[src/rtl/k16_bus_fabric.sv]
// k16_bus_fabric: single-master 16-bit address decoder with per-slave wait states.
// Define K16_BUS_ERR_EN to build the unmapped-access error capture (bus_err/err_addr/err_count).
module k16_bus_fabric #(
  parameter int                        NUM_SLAVES = 3,
  parameter logic [16*NUM_SLAVES-1:0]  SLAVE_BASE = {16'hFFF8, 16'h8000, 16'h0000},
  parameter logic [16*NUM_SLAVES-1:0]  SLAVE_MASK = {16'hFFF8, 16'hF800, 16'hFC00},
  parameter logic [4*NUM_SLAVES-1:0]   SLAVE_WAIT = {4'd0, 4'd0, 4'd0}
) (
  input  logic                         clk,
  input  logic                         reset,
  input  logic                         cpu_req,
  input  logic [15:0]                  cpu_addr,
  input  logic [15:0]                  cpu_dout,
  input  logic                         cpu_write,
  input  logic                         hold,
  output logic                         cpu_ack,
  output logic [15:0]                  cpu_din,
  output logic [15:0]                  s_addr,
  output logic [15:0]                  s_wdata,
  output logic [NUM_SLAVES-1:0]        s_sel,
  output logic [NUM_SLAVES-1:0]        s_we,
  input  logic [16*NUM_SLAVES-1:0]     s_rdata,
  output logic                         bus_err,
  output logic [15:0]                  err_addr,
  output logic [7:0]                   err_count,
  output logic [1:0]                   dbg_state_o
);

  // Handshake: cpu_req is held high until the one-cycle cpu_ack pulse; a request is
  // taken only in IDLE with hold=0, and all cpu_* inputs are ignored until IDLE again.
  typedef enum logic [1:0] {
    IDLE   = 2'd0,
    ACCESS = 2'd1,
    RESP   = 2'd2
  } state_t;

  state_t      state_q;
  logic [15:0] addr_q;
  logic [15:0] wdata_q;
  logic        write_q;
  logic        mapped_q;
  logic [2:0]  idx_q;
  logic [3:0]  cnt_q;
  logic        first_q;

  logic        hit;
  logic [2:0]  hit_idx;
  logic [15:0] hit_off;
  logic [3:0]  hit_wait;
  logic        accept;

  // Descending scan so the lowest matching index is the last one written.
  always_comb begin
    hit      = 1'b0;
    hit_idx  = '0;
    hit_off  = '0;
    hit_wait = '0;
    for (int k = NUM_SLAVES - 1; k >= 0; k--) begin
      if ((cpu_addr & SLAVE_MASK[16*k +: 16]) == SLAVE_BASE[16*k +: 16]) begin
        hit      = 1'b1;
        hit_idx  = 3'(k);
        hit_off  = cpu_addr & ~SLAVE_MASK[16*k +: 16];
        hit_wait = SLAVE_WAIT[4*k +: 4];
      end
    end
  end

  assign accept = (state_q == IDLE) && cpu_req && !hold;

  always_ff @(posedge clk or negedge reset) begin
    if (!reset) begin
      state_q  <= IDLE;
      addr_q   <= '0;
      wdata_q  <= '0;
      write_q  <= 1'b0;
      mapped_q <= 1'b0;
      idx_q    <= '0;
      cnt_q    <= '0;
      first_q  <= 1'b0;
    end else begin
      case (state_q)
        IDLE: begin
          if (accept) begin
            addr_q   <= hit ? hit_off : 16'h0000;
            wdata_q  <= cpu_dout;
            write_q  <= cpu_write;
            mapped_q <= hit;
            idx_q    <= hit_idx;
            cnt_q    <= hit_wait;
            first_q  <= 1'b1;
            state_q  <= hit ? ACCESS : RESP;
          end
        end
        ACCESS: begin
          first_q <= 1'b0;
          if (cnt_q == 4'd0) begin
            state_q <= RESP;
          end else begin
            cnt_q <= cnt_q - 4'd1;
          end
        end
        RESP:    state_q <= IDLE;
        default: state_q <= IDLE;
      endcase
    end
  end

  logic [NUM_SLAVES-1:0] sel_vec;
  logic [15:0]           rdata_sel;

  always_comb begin
    sel_vec   = '0;
    rdata_sel = '0;
    for (int k = 0; k < NUM_SLAVES; k++) begin
      if (idx_q == 3'(k)) begin
        sel_vec[k] = 1'b1;
        rdata_sel  = s_rdata[16*k +: 16];
      end
    end
  end

  // Slave outputs decode from registered state, so an async reset clears them at once.
  assign s_sel       = ((state_q != IDLE) && mapped_q) ? sel_vec : '0;
  assign s_we        = ((state_q == ACCESS) && first_q && write_q) ? sel_vec : '0;
  assign s_addr      = addr_q;
  assign s_wdata     = wdata_q;
  assign cpu_ack     = (state_q == RESP);
  assign cpu_din     = ((state_q == RESP) && mapped_q && !write_q) ? rdata_sel : 16'h0000;
  assign dbg_state_o = state_q;

`ifdef K16_BUS_ERR_EN
  logic [15:0] err_addr_q;
  logic [7:0]  err_count_q;
  logic [7:0]  err_count_d;

  assign err_count_d = (err_count_q == 8'hFF) ? err_count_q : err_count_q + 8'd1;

  always_ff @(posedge clk or negedge reset) begin
    if (!reset) begin
      err_addr_q  <= '0;
      err_count_q <= '0;
    end else if (accept && !hit) begin
      err_addr_q  <= cpu_addr;
      err_count_q <= err_count_d;
    end
  end

  assign bus_err   = (state_q == RESP) && !mapped_q;
  assign err_addr  = err_addr_q;
  assign err_count = err_count_q;
`else
  assign bus_err   = 1'b0;
  assign err_addr  = 16'h0000;
  assign err_count = 8'h00;
`endif

endmodule

[config.mk]
export PLATFORM = sky130hd
export DESIGN_NAME = k16_bus_fabric
export DESIGN_NICKNAME = d
export VERILOG_FILES = /design/src/rtl/k16_bus_fabric.sv
export SDC_FILE = /design/constraint.sdc
export NUM_CORES = 1
export LEC_CHECK = 0
export BUFFER_PORTS_ARGS = -buffer_cell sky130_fd_sc_hd__buf_2
export CAP_MARGIN = 20
export CORE_MARGIN = 5
export CORE_UTILIZATION = 42
export CTS_CLUSTER_DIAMETER = 30
export CTS_CLUSTER_SIZE = 12
export DETAILED_ROUTE_END_ITERATION = 6
export PLACE_DENSITY = 0.81
export SYNTH_ARGS = -nofsm -noshare
export SYNTH_HDL_FRONTEND = slang
export SYNTH_SLANG_ARGS = --single-unit
[constraint.sdc]
create_clock -name clk -period 1.9 [get_ports clk]
set_input_delay 0.19 -clock clk [delete_from_list [all_inputs] [get_ports clk]]
set_output_delay 0.19 -clock clk [all_outputs]
set_load 0.005 [all_outputs]
==> reports/results.ini, run 1 <==
[synthesis]
synthCells = 293
yosysTopAreaCell = dfrtp_1
ys_types = 39
seq_area_frac_synth = 0.392
yosys-top-cells-count = nand2_1 (97), dfrtp_1 (38), buf_4 (32)
yosysWarningCount = 0
synthTopCellsByArea = dfrtp_1 (39%), nand2_1 (15%), buf_4 (9.9%)
ys_ff_latch = 38
synth_edf_count = 0
synth_top_area_frac = 0.392
yosys.cell_count.top_type = nand2_1
avgSynthCellArea_um2 = 8.28
synth-async-reset-ratio = 1.00
syn_area_um2 = 2430
synth_flop_cell = dfrtp_1

[worst_setup_path]
critical_path_class = flip-flop to flip-flop
cp_max_fo = 6
arrival_ns = 1.99
start_kind = flip-flop
critPathCaptureType = flip-flop
crit_required_ns = 2.08

[die]
die_width_um = 86
start_util = 0.435
rows = 27
io_pins = 167
die_h_um = 86
fp.coreArea_um2 = 5570
die_area_um2 = 7400

[power]
p_seq_frac = 0.492
p_leak_nw = 1.69
power.total_mw = 1.90
clock_power_share = 0.299
comb_power_share = 0.210
p_sw_frac = 0.278
power_switching_uw = 527
p_per_area_nw_per_um2 = 607
power.internal_mw = 1.37
vdd_drop_max_v = 0.000524

[worst_hold_path]
hp-class = primary input to async pin

[grt]
antenna_found_initial = 0
grt_max_degree = 39
grt_remaining_overflow = 0
grtUsageTotal = 0.173
grt_pass1_vias = 2280
grt_pass1_wl_um = 10300

[routing]
drc = 0
avgRoutedWirePerCell_um = 13.5
first_pass_iters = 4
viasPerCell = 4.71
ant_nets = 0
via_count = 2338
drtIter0Drc = 47
wl_um = 6690

[timing]
max_freq_mhz = 552
relSlewSlack = 0.406
slew_viol_final = 0
rsz0062_at_grt = false
finalSetupViolCount = 0
tightest_slew_ns = 0.886
post-route-min-period_ns = 1.81
post-route-period-util = 0.953
tns_ns = 0
fin_skew_ns = 0.00702
hold_violations = 0

[clocking]
cts_hold_buffers = 0
clk_path_buf_depth = 2
cts_tree = yes
cts.sinks = 38
clkTransAtPathRegs_ns = 0.07
htree_levels = 2
cts_root_buffer = clkbuf_8
numCtsBuffers = 5
clk_latency_ns = 0.28

[finish]
nNetsFinal = 510
syn_to_final_growth_pct = 28.7
fillers = 491
diodes = 0
drive_gt1_frac = 0.384

[placement]
portBuffers = 136
dp_hpwl_um = 5340
place.gp.congestion = 0.818

[run_status]
status = finished, final reports clean

[run]
cap_violations = 0

metrics by stage:
| stage | area, um2 | std cells | setup slack (ns) | util | hold slack [ns] |
|---|---|---|---|---|---|
| after floorplan | 2530 | 322 | 0.216 | - | -0.106 |
| after global placement | 3020 | 488 | 0.206 | 0.542 | 0.336 |
| after detailed placement | 3020 | 488 | 0.110 | 0.542 | 0.339 |
| after CTS | 3110 | 496 | 0.00492 | 0.559 | 0.0348 |
| after global routing | 3120 | 496 | 0.00496 | 0.560 | 0.0722 |
| final | 3120 | 496 | 0.0898 | 0.560 | 0.00638 |
sequential cells by signal, summed over array words and instances (netlist names):
| register | count |
|---|---|
| write_q | 1 |
| first_q | 1 |
| cnt_q | 4 |
| s_addr | 11 |
| dbg_state_o | 2 |
| idx_q | 2 |
| s_wdata | 16 |
| mapped_q | 1 |
layout by cell type, fill, tap and decap left out, drive strengths merged:
cell type / synthesis / routed
dfrtp: 38 / 38
conb: 1 / 30
a31oi: 2 / 2
nor3: 2 / 2
nand2: 97 / 97
or4b: 1 / 1
nand3b: 1 / 1
o21ai: 11 / 11
a31o: 1 / 1
nand4: 2 / 2
a32oi: 3 / 3
o211ai: 1 / 1
o31ai: 1 / 1
buf: 42 / 143
a22o: 2 / 2
nor2: 8 / 8
a21oi: 17 / 17
nor2b: 3 / 3
nor4: 1 / 1
or3b: 1 / 1
mux2i: 17 / 17
o21bai: 1 / 1
clkinv: 0 / 1
or4: 1 / 1
mux2: 2 / 2
or2: 16 / 16
clkbuf: 7 / 7
nand3: 4 / 4
inv: 3 / 3
or3: 1 / 1
ha: 2 / 2
nor4b: 1 / 1
nand2b: 3 / 3
layout make-up:
type                    instances  area (um2)  area share
multi-input cells             232        1230       0.394
flip-flops and latches         38         953       0.305
repair buffers                143         746       0.239
well taps                      72        90.1      0.0288
clock buffers                   7        86.3      0.0276
inverters                       3        11.3     0.00361
clock inverters                 1        5.00     0.00160
routing by layer:
metal  wire, um  global-route usage  part of all wire
met3        755              0.0442              0.11
met4        128              0.0676             0.019
met5          0                   0                 0
met1       2550               0.200              0.38
met2       3260               0.302              0.49
worst paths after layout:
path	to	slack (ns)	cells past startpoint	start
setup / recovery	cnt_q[1]	0.09	5	cnt_q[0]
hold / removal	s_addr[8]	0.006	1	reset
setup reg to reg	cnt_q[1]	0.09	5	cnt_q[0]
hold reg to reg	s_wdata[15]	0.47	2	s_wdata[15]
max in group asynchronous	dbg_state_o[1]	1.32	1	reset
min in group clk	s_wdata[8]	0.09	3	cpu_dout[8]
power by group through the flow:
stage          Sequential, mW  Combinational, mW  Clock (mW)
6_report                0.932              0.398       0.566
5_1_grt                 0.943              0.453       0.620
4_1_cts                 0.932              0.401       0.577
3_5_place_dp            0.945              0.401           0
3_3_place_gp            0.944              0.389           0
2_1_floorplan           0.947              0.222           0
critical path: stages (launching register included):
cell     delay (ns)
dfrtp_1        0.43
inv_1          0.11
ha_1           0.15
or3b_1         0.46
mux2_4         0.33
a22o_1         0.22
what timing repair did:
action / 4_1_cts / 5_1_grt
setup buffers: 0 / 0
resized for setup: 0 / 4
setup endpoints to repair: 0 / 9
cell families after synthesis:
family / after synthesis / share of synthesized area
simple gates: 142 / 0.270
buf+inv: 52 / 0.148
compound gates: 39 / 0.0975
flops: 38 / 0.392
mux: 19 / 0.0810
fa+ha+maj: 2 / 0.0103
other cells: 1 / 0.00155
No activity file was read; power rests on OpenSTA's default activity.
==> run 2: changes to the inputs <==
--- a/config.mk
+++ b/config.mk
@@ -7,12 +7,15 @@
 export LEC_CHECK = 0
 export BUFFER_PORTS_ARGS = -buffer_cell sky130_fd_sc_hd__buf_2
 export CAP_MARGIN = 20
-export CORE_MARGIN = 5
-export CORE_UTILIZATION = 42
+export CELL_PAD_IN_SITES_DETAIL_PLACEMENT = 0
+export CELL_PAD_IN_SITES_GLOBAL_PLACEMENT = 1
+export CORE_MARGIN = 2
+export CORE_UTILIZATION = 28
 export CTS_CLUSTER_DIAMETER = 30
 export CTS_CLUSTER_SIZE = 12
 export DETAILED_ROUTE_END_ITERATION = 6
-export PLACE_DENSITY = 0.81
+export MAX_ROUTING_LAYER = met4
+export PLACE_DENSITY_LB_ADDON = 0.1
 export SYNTH_ARGS = -nofsm -noshare
 export SYNTH_HDL_FRONTEND = slang
 export SYNTH_SLANG_ARGS = --single-unit
==> run 2 against run 1 <==
Against the previous run:
- first-iteration DRC count rose by 8.5%
- combinational power rose by 2%
- global-route usage fell by 2.7 points
- non-clock buffer count rose by 4
- via count fell by 0.94%
- largest cell class unchanged
- highest routed layer unchanged
==> reports/results.ini, run 2 (same netlist as run 1, synthesis figures left out) <==
[worst_setup_path]
arrival_ns = 1.95  ; -0.04 ns
cp_max_fo = 6  ; unchanged
start_kind = flip-flop
critPathMaxStageDelay_ns = 0.46  ; about the same
critPathCaptureType = flip-flop
critical_path_class = flip-flop to flip-flop
crit_start = cnt_q[0]
cp_slowest_cell = or3b_1
crit_family = simple AND/OR/NAND/NOR gates
crit_required_ns = 2.07  ; about the same
path_cells = inv_1 -> ha_1 -> or3b_1 -> mux2_4 -> a22o_1
cp_num_buf_inv = 1  ; unchanged
reg2reg_from = cnt_q[0]

[run_status]
status = finished, final reports clean

[placement]
placed_cells = 523  ; +7.2%
portBuffers = 136  ; unchanged
dp_hpwl_um = 5090  ; -4.7%
place_area_um2 = 3080  ; +1.9%
place_ws_ns = 0.149  ; +0.0393 ns
place.gp.congestion = 0.755  ; -7.7%

[timing]
rsz0062_at_grt = false
tightest_slew_ns = 1.05  ; +0.167 ns
max_freq_mhz = 563  ; +1.9%
whs_ns = 0.0899  ; +0.0835 ns
relSlewSlack = 0.294  ; -0.112
fin_skew_ns = 0.00475  ; -0.00227 ns
tns_ns = 0  ; unchanged
post-route-min-period_ns = 1.78  ; -0.0342 ns
fin_ws_ns = 0.124  ; +0.0342 ns
finalSetupViolCount = 0  ; unchanged
slew_viol_final = 0  ; unchanged
hold_violations = 0  ; unchanged
post-route-period-util = 0.935  ; -0.0180

[grt]
grt_max_degree = 39  ; unchanged
grt_pass1_wl_um = 11100  ; +7.3%
antenna_found_initial = 0  ; unchanged
grt_pass1_vias = 2266  ; -0.61%
grtUsageTotal = 0.145  ; -0.0274
grt_remaining_overflow = 0  ; unchanged

[finish]
fillers = 946  ; +93%
final_common_cell = buf_2
multi_input_area_um2 = 1240  ; +0.81%
largest_reg_flops = 16  ; unchanged
final_area_um2 = 3210  ; +2.8%
stdcell_count = 533  ; +7.5%
nNetsFinal = 514  ; +0.78%
drive_gt1_frac = 0.390  ; +0.00575
final_cell_mix = buf_2 (136), nand2_1 (97), dfrtp_1 (38), conb_1 (30), mux2i_1 (17)
ff_latch_area_um2 = 951  ; -0.26%
diodes = 0  ; unchanged
finish.utilization = 0.387  ; -0.173
syn_to_final_growth_pct = 32.4

[clocking]
numCtsBuffers = 5  ; unchanged
cts_tree = yes
clkTransAtPathRegs_ns = 0.07  ; about the same
cts_root_buffer = clkbuf_8
clk_latency_ns = 0.29  ; about the same
postCtsSetupBuffers = 0  ; unchanged
htree_levels = 2  ; unchanged
clk_path_buf_depth = 2  ; unchanged
cts.sinks = 38  ; unchanged

[routing]
ant_nets = 0  ; unchanged
drtIter0Drc = 51  ; +8.5%
first_pass_iters = 4  ; unchanged
drc = 0  ; unchanged
wl_um = 6880  ; +2.9%
avgRoutedWirePerCell_um = 12.9  ; -4.3%
via_count = 2316  ; -0.94%
viasPerCell = 4.35  ; -7.8%

[die]
start_util = 0.292  ; -0.143
die_area_um2 = 9430  ; +27%
die_h_um = 97.1  ; +13%
die_width_um = 97.1  ; +13%
rows = 33  ; +22%
io_pins = 167  ; unchanged
fp.coreArea_um2 = 8300  ; +49%

[power]
p_leak_nw = 1.72  ; +1.4%
vdd_drop_max_v = 0.000473  ; -9.6%
power.total_mw = 1.91  ; +0.47%
p_per_area_nw_per_um2 = 593  ; -2.3%

[worst_hold_path]
worstHoldStart = cpu_write
hp-class = primary input to flip-flop

[run]
cap_violations = 0  ; unchanged

run 2: power by group:
group / internal, mW / switching, mW / total (mW) / leakage (nW)
registers: 0.886 / 0.0434 / 0.929 / 0.493
logic: 0.195 / 0.210 / 0.405 / 1.17
clock network: 0.293 / 0.278 / 0.571 / 0.0482
total: 1.37 / 0.532 / 1.91 / 1.72
run 2: path summary, 6_finish.rpt:
check,to,slack [ns],cells past startpoint
setup reg to reg,cnt_q[1],0.12,5
max in group asynchronous,mapped_q,1.08,3
min in group asynchronous,s_addr[7],0.49,3
setup / recovery,cnt_q[1],0.12,5
hold / removal,write_q,0.09,3
hold reg to reg,s_wdata[0],0.47,2
run 2: tightest hold or removal path, delay by kind of cell:
family,cells,cell delay (ns)
buffers and inverters,1,0.08
AND/OR/NAND/NOR,2,0.08
run 2: timing repair:
action	in CTS	in global routing
hold buffers	1	0
endpoints found under the setup margin	0	8
hold endpoints to repair	38	0
resized for setup	0	9
run 2: cell type report:
| type | count | share of cell area |
|---|---|---|
| repair buffers | 147 | 0.245 |
| inverters | 3 | 0.00351 |
| flip-flops and latches | 38 | 0.296 |
| well taps | 105 | 0.0409 |
| multi-input cells | 232 | 0.386 |
| clock inverters | 1 | 0.00156 |
| clock buffers | 7 | 0.0269 |
run 2: metal layers:
metal,track usage,vias up,routed length [um]
met3,0.0374,6,627
met1,0.186,1025,2970
met2,0.234,123,3240
met5,-,-,0
met4,0.0282,0,46
li1,-,1162,-
==> run 3: changes to the inputs <==
--- a/config.mk
+++ b/config.mk
@@ -10,7 +10,7 @@
 export CELL_PAD_IN_SITES_DETAIL_PLACEMENT = 0
 export CELL_PAD_IN_SITES_GLOBAL_PLACEMENT = 1
 export CORE_MARGIN = 2
-export CORE_UTILIZATION = 28
+export CORE_UTILIZATION = 30
 export CTS_CLUSTER_DIAMETER = 30
 export CTS_CLUSTER_SIZE = 12
 export DETAILED_ROUTE_END_ITERATION = 6
==> constraint.sdc (replaced) <==
create_clock -name clk -period 2.3 [get_ports clk]
set_input_delay 0.23 -clock clk [delete_from_list [all_inputs] [get_ports clk]]
set_output_delay 0.23 -clock clk [all_outputs]
set_load 0.005 [all_outputs]
==> run 3 against run 2 <==
Against the previous run:
- global-route usage up 0.15 points
- clock power down 24%
- critical path depth unchanged
- combinational power down 21%
- clock skew down 0.0019 ns
- design area down 2.7%
- first-iteration DRC count up 51%
- largest cell class unchanged
- largest power group unchanged
- highest routed layer unchanged
==> reports/results.ini, run 3 (same netlist as run 1, synthesis figures left out) <==
[run_status]
status = finished, final reports clean

[routing]
viasPerCell = 4.38  ; +0.82%
first_pass_iters = 4  ; unchanged
via_count = 2300  ; -0.69%
drtIter0Drc = 77  ; +51%
avgRoutedWirePerCell_um = 12.5  ; -3.1%
ant_nets = 0  ; unchanged
drc = 0  ; unchanged
wl_um = 6570  ; -4.5%

[die]
rows = 32  ; -3.0%
io_pins = 167  ; unchanged
start_util = 0.312  ; +0.0200
die_area_um2 = 8820  ; -6.4%
die_h_um = 93.9  ; -3.3%
die_width_um = 93.9  ; -3.3%
fp.coreArea_um2 = 7770  ; -6.4%

[timing]
hold_violations = 0  ; unchanged
slew_viol_final = 0  ; unchanged
rsz0062_at_grt = false
post-route-period-util = 0.852
fin_skew_ns = 0.00286  ; -0.00189 ns
post-route-min-period_ns = 1.96
max_freq_mhz = 510
relSlewSlack = 0.330  ; +0.0363
whs_ns = 0.0443  ; -0.0456 ns
fin_ws_ns = 0.339  ; +0.215 ns
tightest_slew_ns = 0.998  ; -0.0541 ns
finalSetupViolCount = 0  ; unchanged
tns_ns = 0  ; unchanged

[finish]
diodes = 0  ; unchanged
nNetsFinal = 510  ; -0.78%
final_cell_mix = buf_2 (136), nand2_1 (97), dfrtp_1 (38), conb_1 (30)
drive_gt1_frac = 0.371  ; -0.0190
ff_latch_area_um2 = 951  ; unchanged
multi_input_area_um2 = 1220  ; -1.3%
finish.utilization = 0.402  ; +0.0152
fillers = 829  ; -12%
syn_to_final_growth_pct = 28.8
largest_reg_flops = 16  ; unchanged
final_common_cell = buf_2

[worst_setup_path]
start_kind = flip-flop
r2r_cells = 5  ; unchanged
crit_required_ns = 2.07  ; about the same
arrival_ns = 1.73  ; -0.22 ns
rrSetupSlack_ns = 0.52  ; +0.40 ns
crit_start = dbg_state_o[1]
critical_path_class = flip-flop to primary output
cp_max_fo = 16  ; +10
cp-endpoint = cpu_din[11]
r2r_end = cnt_q[1]
reg2reg_from = cnt_q[0]
critPathCaptureType = primary output

[grt]
grtUsageTotal = 0.147  ; +0.00150
grt_pass1_vias = 2054  ; -9.4%
grt_max_degree = 39  ; unchanged
grt_pass1_wl_um = 10000  ; -9.3%
grt_remaining_overflow = 0  ; unchanged
antenna_found_initial = 0  ; unchanged

[clocking]
cts_root_buffer = clkbuf_8
postCtsSetupBuffers = 0  ; unchanged
cts_hold_buffers = 0  ; -1
numCtsBuffers = 5  ; unchanged
clk_path_buf_depth = 2  ; unchanged
clkTransAtPathRegs_ns = 0.07  ; about the same
cts_tree = yes
cts_resized = 0  ; unchanged
htree_levels = 2  ; unchanged
cts.sinks = 38  ; unchanged
clk_latency_ns = 0.28  ; about the same

[placement]
place_ws_ns = 0.529  ; +0.380 ns
place.gp.congestion = 0.746  ; -1.3%
dp_hpwl_um = 4950  ; -2.8%
portBuffers = 136  ; unchanged

[power]
vdd_drop_max_v = 0.000308  ; -35%
p_per_area_nw_per_um2 = 488  ; -18%
power.total_mw = 1.53  ; -20%
p_leak_nw = 1.68  ; -2.0%

[worst_hold_path]
hp-class = primary input to async pin

[run]
cap_violations = 0  ; unchanged

run 3: worst max-delay path: stages, from the launching register on:
cell and delay [ns]:
dfrtp_1 0.56, nor2b_1 0.26, nand3b_1 0.10, buf_4 0.20, a21oi_1 0.18, buf_2 0.15
run 3: per-stage QoR:
| stage | std cells | area, um2 |
|---|---|---|
| 4_1_cts | 525 | 3120 |
| 2_1_floorplan | 322 | 2530 |
| 6_report | 525 | 3120 |
| 5_1_grt | 525 | 3120 |
| 3_5_place_dp | 518 | 3050 |
| 3_3_place_gp | 518 | 3050 |
run 3: worst min path at each step:
stage / depth (start not counted) / start / to / slack, ns
6_report: 1 / reset / s_addr[3] / 0.04
5_1_grt: 1 / reset / s_addr[3] / 0.11
4_1_cts: 1 / reset / s_addr[3] / 0.08
3_5_place_dp: 1 / reset / s_addr[3] / 0.40
3_3_place_gp: 1 / reset / s_addr[3] / 0.40
2_1_floorplan: 0 / reset / cnt_q[0] / -0.07
run 3: final cells by class:
type / instances / share of cell area
Sequential cell: 38 / 0.304
Inverter: 3 / 0.00360
Clock buffer: 7 / 0.0244
Timing Repair Buffer: 143 / 0.235
Multi-Input combinational cell: 232 / 0.392
Tap cell: 102 / 0.0408
run 3: per-layer routing:
layer  vias up  track usage  wire length (um)
met1      1028        0.175              2800
met5         -            -                 0
li1       1152            -                 -
met4         0       0.0362                63
met2       113        0.251              3100
met3         7       0.0337               607
run 3: where the power goes:
part	switching (mW)	total (mW)	internal, mW
registers	0.0376	0.769	0.732
clock network	0.226	0.435	0.209
logic	0.167	0.321	0.154
total	0.431	1.53	1.09
